--- src/rtl/prog_timer.sv ---
// Programmable interval timer: one-shot or periodic, with optional clock prescaler.
// Build option: define PROG_TIMER_PRESCALE_EN to include the prescaler; without it
// every enabled cycle advances the count and the prescale port is ignored.
module prog_timer #(
  parameter int unsigned WIDTH     = 8,
  parameter int unsigned PSC_WIDTH = 8
) (
  input  logic                 clk,
  input  logic                 reset,
  input  logic                 start,
  input  logic                 stop,
  input  logic                 enable,
  input  logic                 mode,
  input  logic [WIDTH-1:0]     final_value,
  input  logic [PSC_WIDTH-1:0] prescale,
  output logic [WIDTH-1:0]     count,
  output logic                 tick,
  output logic                 busy
);

  typedef enum logic [1:0] {
    ST_IDLE  = 2'd0,
    ST_RUN   = 2'd1,
    ST_PAUSE = 2'd2
  } state_e;

  state_e           state_q, state_d;
  logic [WIDTH-1:0] count_q, count_d;
  logic [WIDTH-1:0] shadow_q, shadow_d;
  logic             mode_q, mode_d;
  logic             tick_q, tick_d;
  logic             busy_q, busy_d;

  logic             active_c;
  logic             strobe_c;
  logic             advance_c;
  logic             terminal_c;

  // A timer in PAUSE is still armed; enable alone decides whether time passes,
  // so the edge that leaves PAUSE already counts and a pause of N cycles costs N.
  assign active_c   = (state_q != ST_IDLE);
  assign advance_c  = active_c & enable & strobe_c & ~stop & ~start;
  assign terminal_c = (count_q == shadow_q);

`ifdef PROG_TIMER_PRESCALE_EN
  logic [PSC_WIDTH-1:0] psc_q, psc_d;

  assign strobe_c = (psc_q == prescale);

  // Prescaler: counts 0..prescale while the timer is armed and enabled.
  always_comb begin
    psc_d = psc_q;
    if (stop || start) begin
      psc_d = '0;
    end else if (active_c && enable) begin
      psc_d = strobe_c ? '0 : psc_q + PSC_WIDTH'(1);
    end
  end

  // Prescaler register.
  always_ff @(posedge clk or negedge reset) begin
    if (!reset) begin
      psc_q <= '0;
    end else begin
      psc_q <= psc_d;
    end
  end
`else
  logic unused_prescale;

  assign strobe_c        = 1'b1;
  assign unused_prescale = ^prescale;
`endif

  // Next-state, count, shadow and tick logic; stop outranks start outranks counting.
  always_comb begin
    state_d  = state_q;
    count_d  = count_q;
    shadow_d = shadow_q;
    mode_d   = mode_q;
    tick_d   = 1'b0;
    busy_d   = 1'b0;

    if (stop) begin
      state_d = ST_IDLE;
      count_d = '0;
    end else if (start) begin
      state_d  = ST_RUN;
      count_d  = '0;
      shadow_d = final_value;
      mode_d   = mode;
    end else begin
      unique case (state_q)
        ST_IDLE: begin
          count_d = '0;
        end
        ST_RUN, ST_PAUSE: begin
          state_d = enable ? ST_RUN : ST_PAUSE;
          if (advance_c) begin
            if (terminal_c) begin
              count_d = '0;
              tick_d  = 1'b1;
              if (mode_q) begin
                shadow_d = final_value;
              end else begin
                state_d = ST_IDLE;
              end
            end else begin
              count_d = count_q + WIDTH'(1);
            end
          end
        end
        default: begin
          state_d = ST_IDLE;
          count_d = '0;
        end
      endcase
    end

    busy_d = (state_d != ST_IDLE);
  end

  // State and datapath registers.
  always_ff @(posedge clk or negedge reset) begin
    if (!reset) begin
      state_q  <= ST_IDLE;
      count_q  <= '0;
      shadow_q <= '0;
      mode_q   <= 1'b0;
      tick_q   <= 1'b0;
      busy_q   <= 1'b0;
    end else begin
      state_q  <= state_d;
      count_q  <= count_d;
      shadow_q <= shadow_d;
      mode_q   <= mode_d;
      tick_q   <= tick_d;
      busy_q   <= busy_d;
    end
  end

  assign count = count_q;
  assign tick  = tick_q;
  assign busy  = busy_q;

endmodule
--- config.mk ---
export PLATFORM = sky130hd
export DESIGN_NAME = prog_timer
export DESIGN_NICKNAME = d
export VERILOG_FILES = /design/src/rtl/prog_timer.sv
export SDC_FILE = /design/constraint.sdc
export NUM_CORES = 1
export LEC_CHECK = 0
export ABC_AREA = 1
export CORE_MARGIN = 10
export CORE_UTILIZATION = 40
export CTS_CLUSTER_DIAMETER = 80
export CTS_CLUSTER_SIZE = 20
export DETAILED_ROUTE_END_ITERATION = 8
export GPL_TIMING_DRIVEN = 0
export PLACE_DENSITY = 0.81
export SETUP_SLACK_MARGIN = 0.02
export SYNTH_ARGS = -nofsm -noshare
export SYNTH_HDL_FRONTEND = slang
export SYNTH_SLANG_ARGS = --single-unit
--- constraint.sdc ---
create_clock -name clk -period 2.1 [get_ports clk]
set_clock_uncertainty 0.1 [all_clocks]
set_input_delay 0.42 -clock clk [delete_from_list [all_inputs] [get_ports clk]]
set_output_delay 0.42 -clock clk [all_outputs]
set_load 0.01 [all_outputs]
# == Word-level counts from Yosys, hierarchy flattened ==
# Index checks and enable logic that the tools add are counted.
# word_totals
regBits,21
word_cells,48
output_inout_bits,10
inputBits,22
# op_classes
add_sub_neg,1
muxes,22
bitwise_logic,5
eq_ne,4
reduce_logical,10
# op_table
op,count
two-way mux 8 bit,10
two-way mux 2 bit,6
nonzero test 2 bit,6
"adder 8 x 1 -> 8 bit, second input constant",1
== test 8 bit,1
two-way mux 1 bit,5
AND reduction 5 bit,1
"inequality test 4 bit, second input constant",1
one-hot mux 2 bit (2 select lines),1
AND 1 bit,3
"== test 2 x 1 -> 1 bit, second input constant",1
"== test 2 bit, second input constant",1
logical NOT 2 bit,1
NOT 1 bit,2
AND reduction 2 bit,1
OR reduction 2 bit,1

# == Logic depth before layout (Yosys ltp) ==
# logic_depth
depth_word,9
mapped_depth,10
depth_no_buf,10

# == Worst setup path before layout ==
# Ideal clock, no wire load.
# synth_path
path_kind,register to register
startpoint,register state_q[0]
endpoint,register shadow_q[2]
synth_period_minus_slack_ps,1584
stages_incl_launch_ff,10
setup_time_ps,126
required_ps,1874
n_path_buf,1
path_slack_ps,516
arrival_time_ps,1358
path_cell_list,dfrtp_1 inv_1 ha_1 inv_1 nand2_1 nor2_1 nand3_1 o21ai_4 buf_6 o21ai_0
# synth_between
elab_chain_len,6
elab_cells_between_ends,10
classes_between,eq/ne: 2; bitwise: 3; reduce/logical: 5
# synth_lines
item,line_no,text
"start, declared",27,"state_e state_q, state_d;"
"start signal, assigned",133,state_q <= state_d;
nonzero test 2 bit,41,assign active_c = (state_q != ST_IDLE);
AND 1 bit (3 in a row),42,assign advance_c = active_c & enable & strobe_c & ~stop & ~start;
nonzero test 2 bit (no line),-,
AND reduction 5 bit (no line) (*),-,
"end signal, assigned",135,shadow_q <= shadow_d;
"end, declared",29,"logic [WIDTH-1:0] shadow_q, shadow_d;"
# Every way passes the cells marked *; elsewhere a longest branch is shown, timed or not.
# A chain may end at the register's enable or synchronous reset.

# == Worst setup path in the final report ==
# layout_path
startpoint,register count_q[2] (netlist: count[2])
endpoint,output port count[2]
# layout_rtl
item,line_no,text
"start, declared",28,"logic [WIDTH-1:0] count_q, count_d;"
"start signal, assigned",134,count_q <= count_d;
"end, declared",16,"output logic [WIDTH-1:0] count,"
# No word-level cell between the ends.

==> summary.md <==
| Metric | Value |
|---|---|
| Leakage | `between 0.6 and 0.7 nW` |
| MaxCap Viol Count | `0` |
| Initial DRC Count | `32` |
| Clk sink count | `21` |
| Height of the die | `73.7 um` |
| # setup viols final | `0` |
| Worst-path clk slew | `110 ps` |
| CTS tree | `yes` |
| Worst path max stage delay | `around 580 ps` |
| Fin Setup TNS | `0 ps` |
| Delay-heaviest family, CP | `buffers and inverters` |
| Multi-input logic area | `about 520 sq um` |
| Setup Fix Bufs, Post-CTS | `0` |
| Area grow syn2layout | `25.6%` |
| H-tree depth | `1` |
| Aggregate global-route resource usage | `0.0978` |
| Synth Flop Type | `dfrtp_1` |
| Post-Place Setup Slack | `-27.5 ps` |
| Fillers | `283` |
| Avg WL per Cell | `12.2 um` |
| Register bit total from synthesis | `21` |
| N_diodes | `0` |
| RSZ-0062 raised after global routing | `no` |
| Slowest-stage cell, CP | `clkdlybuf4s50_1` |
| Largest buffer count on any clock path | `2` |
| CP Launch Type | `register` |
| Vias in the first global route | `1023` |
| Syn avg cell area | `7.70 sq um` |
| Critical path type | `reg2out` |
| First-pass GRT wire length | `roughly 4.3 mm` |
| Hold WS | `456 ps` |
| Total Power | `roughly 0.8 mW` |
| IO Count | `32` |
| Register Area | `526 sq um` |
| Largest net degree at the start of global routing | `22` |
| DRT antenna net count | `0` |
| Starting Density | `0.419` |
| Number of synthesized flops with an enable pin | `0` |
| YS warnings | `0` |
| Run status | `completed` |
| Post-synth top area share | `0.455` |
| Pwr/cell area | `554 mW/mm^2` |
| Placed Cells | `204` |
| Worst relative slew slack | `0.389` |
| Aggregate global routing overflow | `0` |
| DP Wirelength | `around 2.0 mm` |
| Final Routed Wirelength | `2.53 mm` |
| Area after DPL | `0.00142 sq mm` |
| Hold Path Class | `reg2reg` |
| Synth Cell Area | `0.00115 sq mm` |
| Worst vdd ir | `0.359 mV` |
| Worst-margin pin slew | `913 ps` |
| CTS Hold Bufs | `0` |
| CP arrival | `1360 ps` |
| Setup crit end kind | `primary output` |
| Required time of the critical path | `1580 ps` |
| Final WS setup | `225 ps` |
| Max Freq | `about 0.53 GHz` |
| Die X | `73.7 um` |
| Crit path cell chain | `clkdlybuf4s50_1` |
| Site Rows | `19` |
| Gates resized, CTS repair | `0` |
| Max-slew violation count | `0` |
| Vias per cell | `4.88` |
| Leading area contributor after synthesis | `dfrtp_1` |
| Finished Layout Cells | `208` |
| Layout cells sized above 1 | `0.0847` |
| Nets | `203` |
| Die footprint | `0.00544 sq mm` |
| Drt pass-1 iters | `4` |
| Register area share after synthesis | `0.455` |
| Clk_lat worst skew | `300 ps` |
| Main area contributors after synthesis | `dfrtp_1, nand2_1, inv_1` |
| Hold Vio Cnt, Final | `0` |
| Highest-count cells in the layout ignoring fill and taps | `nand2_1, inv_1, clkdlybuf4s50_1` |
| Gpl congestion | `0.867` |
| Antenna violations before repair | `0` |
| Synthesized net count | `175` |
| Count of different cell masters after synthesis | `23` |
| Core Region | `about 0.0028 sq mm` |
| Min cycle time layout | `approximately 1900 ps` |
| Fin area | `0.00145 sq mm` |
| CTS buffer count | `3` |
| Syn Inst Count | `150` |
| IO buf count | `23` |
| Fin crit share | `0.893` |
| Most common cell after layout, fill and taps aside | `nand2_1` |
| Routed vias | `around 1000` |
| Root Buffer | `clkbuf_4` |
| DR DRC count | `0` |
| Worst-path fanout max | `6` |
| Final core utilization | `0.526` |
| Ys async rst share | `1.00` |
| Bufs and invs on worst path | `1` |
==> registers in the layout, indices dropped and copies added (netlist names) <==
| register | flops |
|---|---|
| mode_q | 1 |
| state_q | 2 |
| shadow_q | 8 |
| busy | 1 |
| count | 8 |
| tick | 1 |
==> worst register-to-register path: cells and delay by family (launching register included) <==
| family | cells | cell delay [ps] |
|---|---|---|
| compound gates | 2 | 390 |
| flops | 1 | 390 |
| fa+ha+maj | 1 | 200 |
| simple gates | 3 | 330 |
| buf+inv | 3 | 340 |
==> cell type report <==
cell class / instances / area share
sequential: 21 / 0.362
multi-input combinational: 102 / 0.358
timing repair buffer: 23 / 0.159
inverter: 25 / 0.0647
tap: 31 / 0.0267
clock buffer: 4 / 0.0181
buffer: 2 / 0.0112
==> synth_stat cells (2+ instances only) <==
master,instances
inv_1,25
nand3_1,10
dfrtp_1,21
nor2_2,3
o21ai_2,2
or2_1,2
a21oi_1,7
nand2_1,42
o21ai_0,10
nor2_1,8
nor3_1,2
nand2_2,3
ha_1,3
xnor2_1,3
==> per-layer routing <==
| layer | GRT usage | vias to the layer above | routed length [um] |
|---|---|---|---|
| li1 | - | 526 | - |
| met1 | 0.114 | 466 | 1200 |
| met2 | 0.162 | 19 | 1190 |
| met3 | 0.0135 | 4 | 86 |
| met4 | 0.0642 | 0 | 62 |
| met5 | 0 | - | 0 |
==> final timing paths <==
check | startpoint | to | slack, ps | depth (start not counted)
max in group asynchronous | reset | busy | 820 | 1
min reg2reg | mode_q | mode_q | 460 | 2
max reg2reg | state_q[0] | shadow_q[0] | 260 | 9
min in group asynchronous | reset | state_q[0] | 520 | 1
min | mode_q | mode_q | 460 | 2
max | count[2] | count[2] | 220 | 1
==> logic make-up (layout without fill, tap and decap cells) <==
group,after synthesis,after routing,synth area share
flip-flops,21,21,0.455
AO/OA/AOI/OAI,24,24,0.126
XOR/XNOR,3,3,0.0228
adder cells (fa/ha/maj),3,3,0.0325
buffers and inverters,27,54,0.0953
AND/OR/NAND/NOR,72,72,0.269
==> power by group <==
part           switching, mW  internal [mW]  total, mW
Sequential            0.0160          0.433      0.449
Clock                  0.119         0.0740      0.193
Combinational         0.0900         0.0716      0.162
Total                  0.225          0.578      0.804
(Power assumes the default switching activity.)
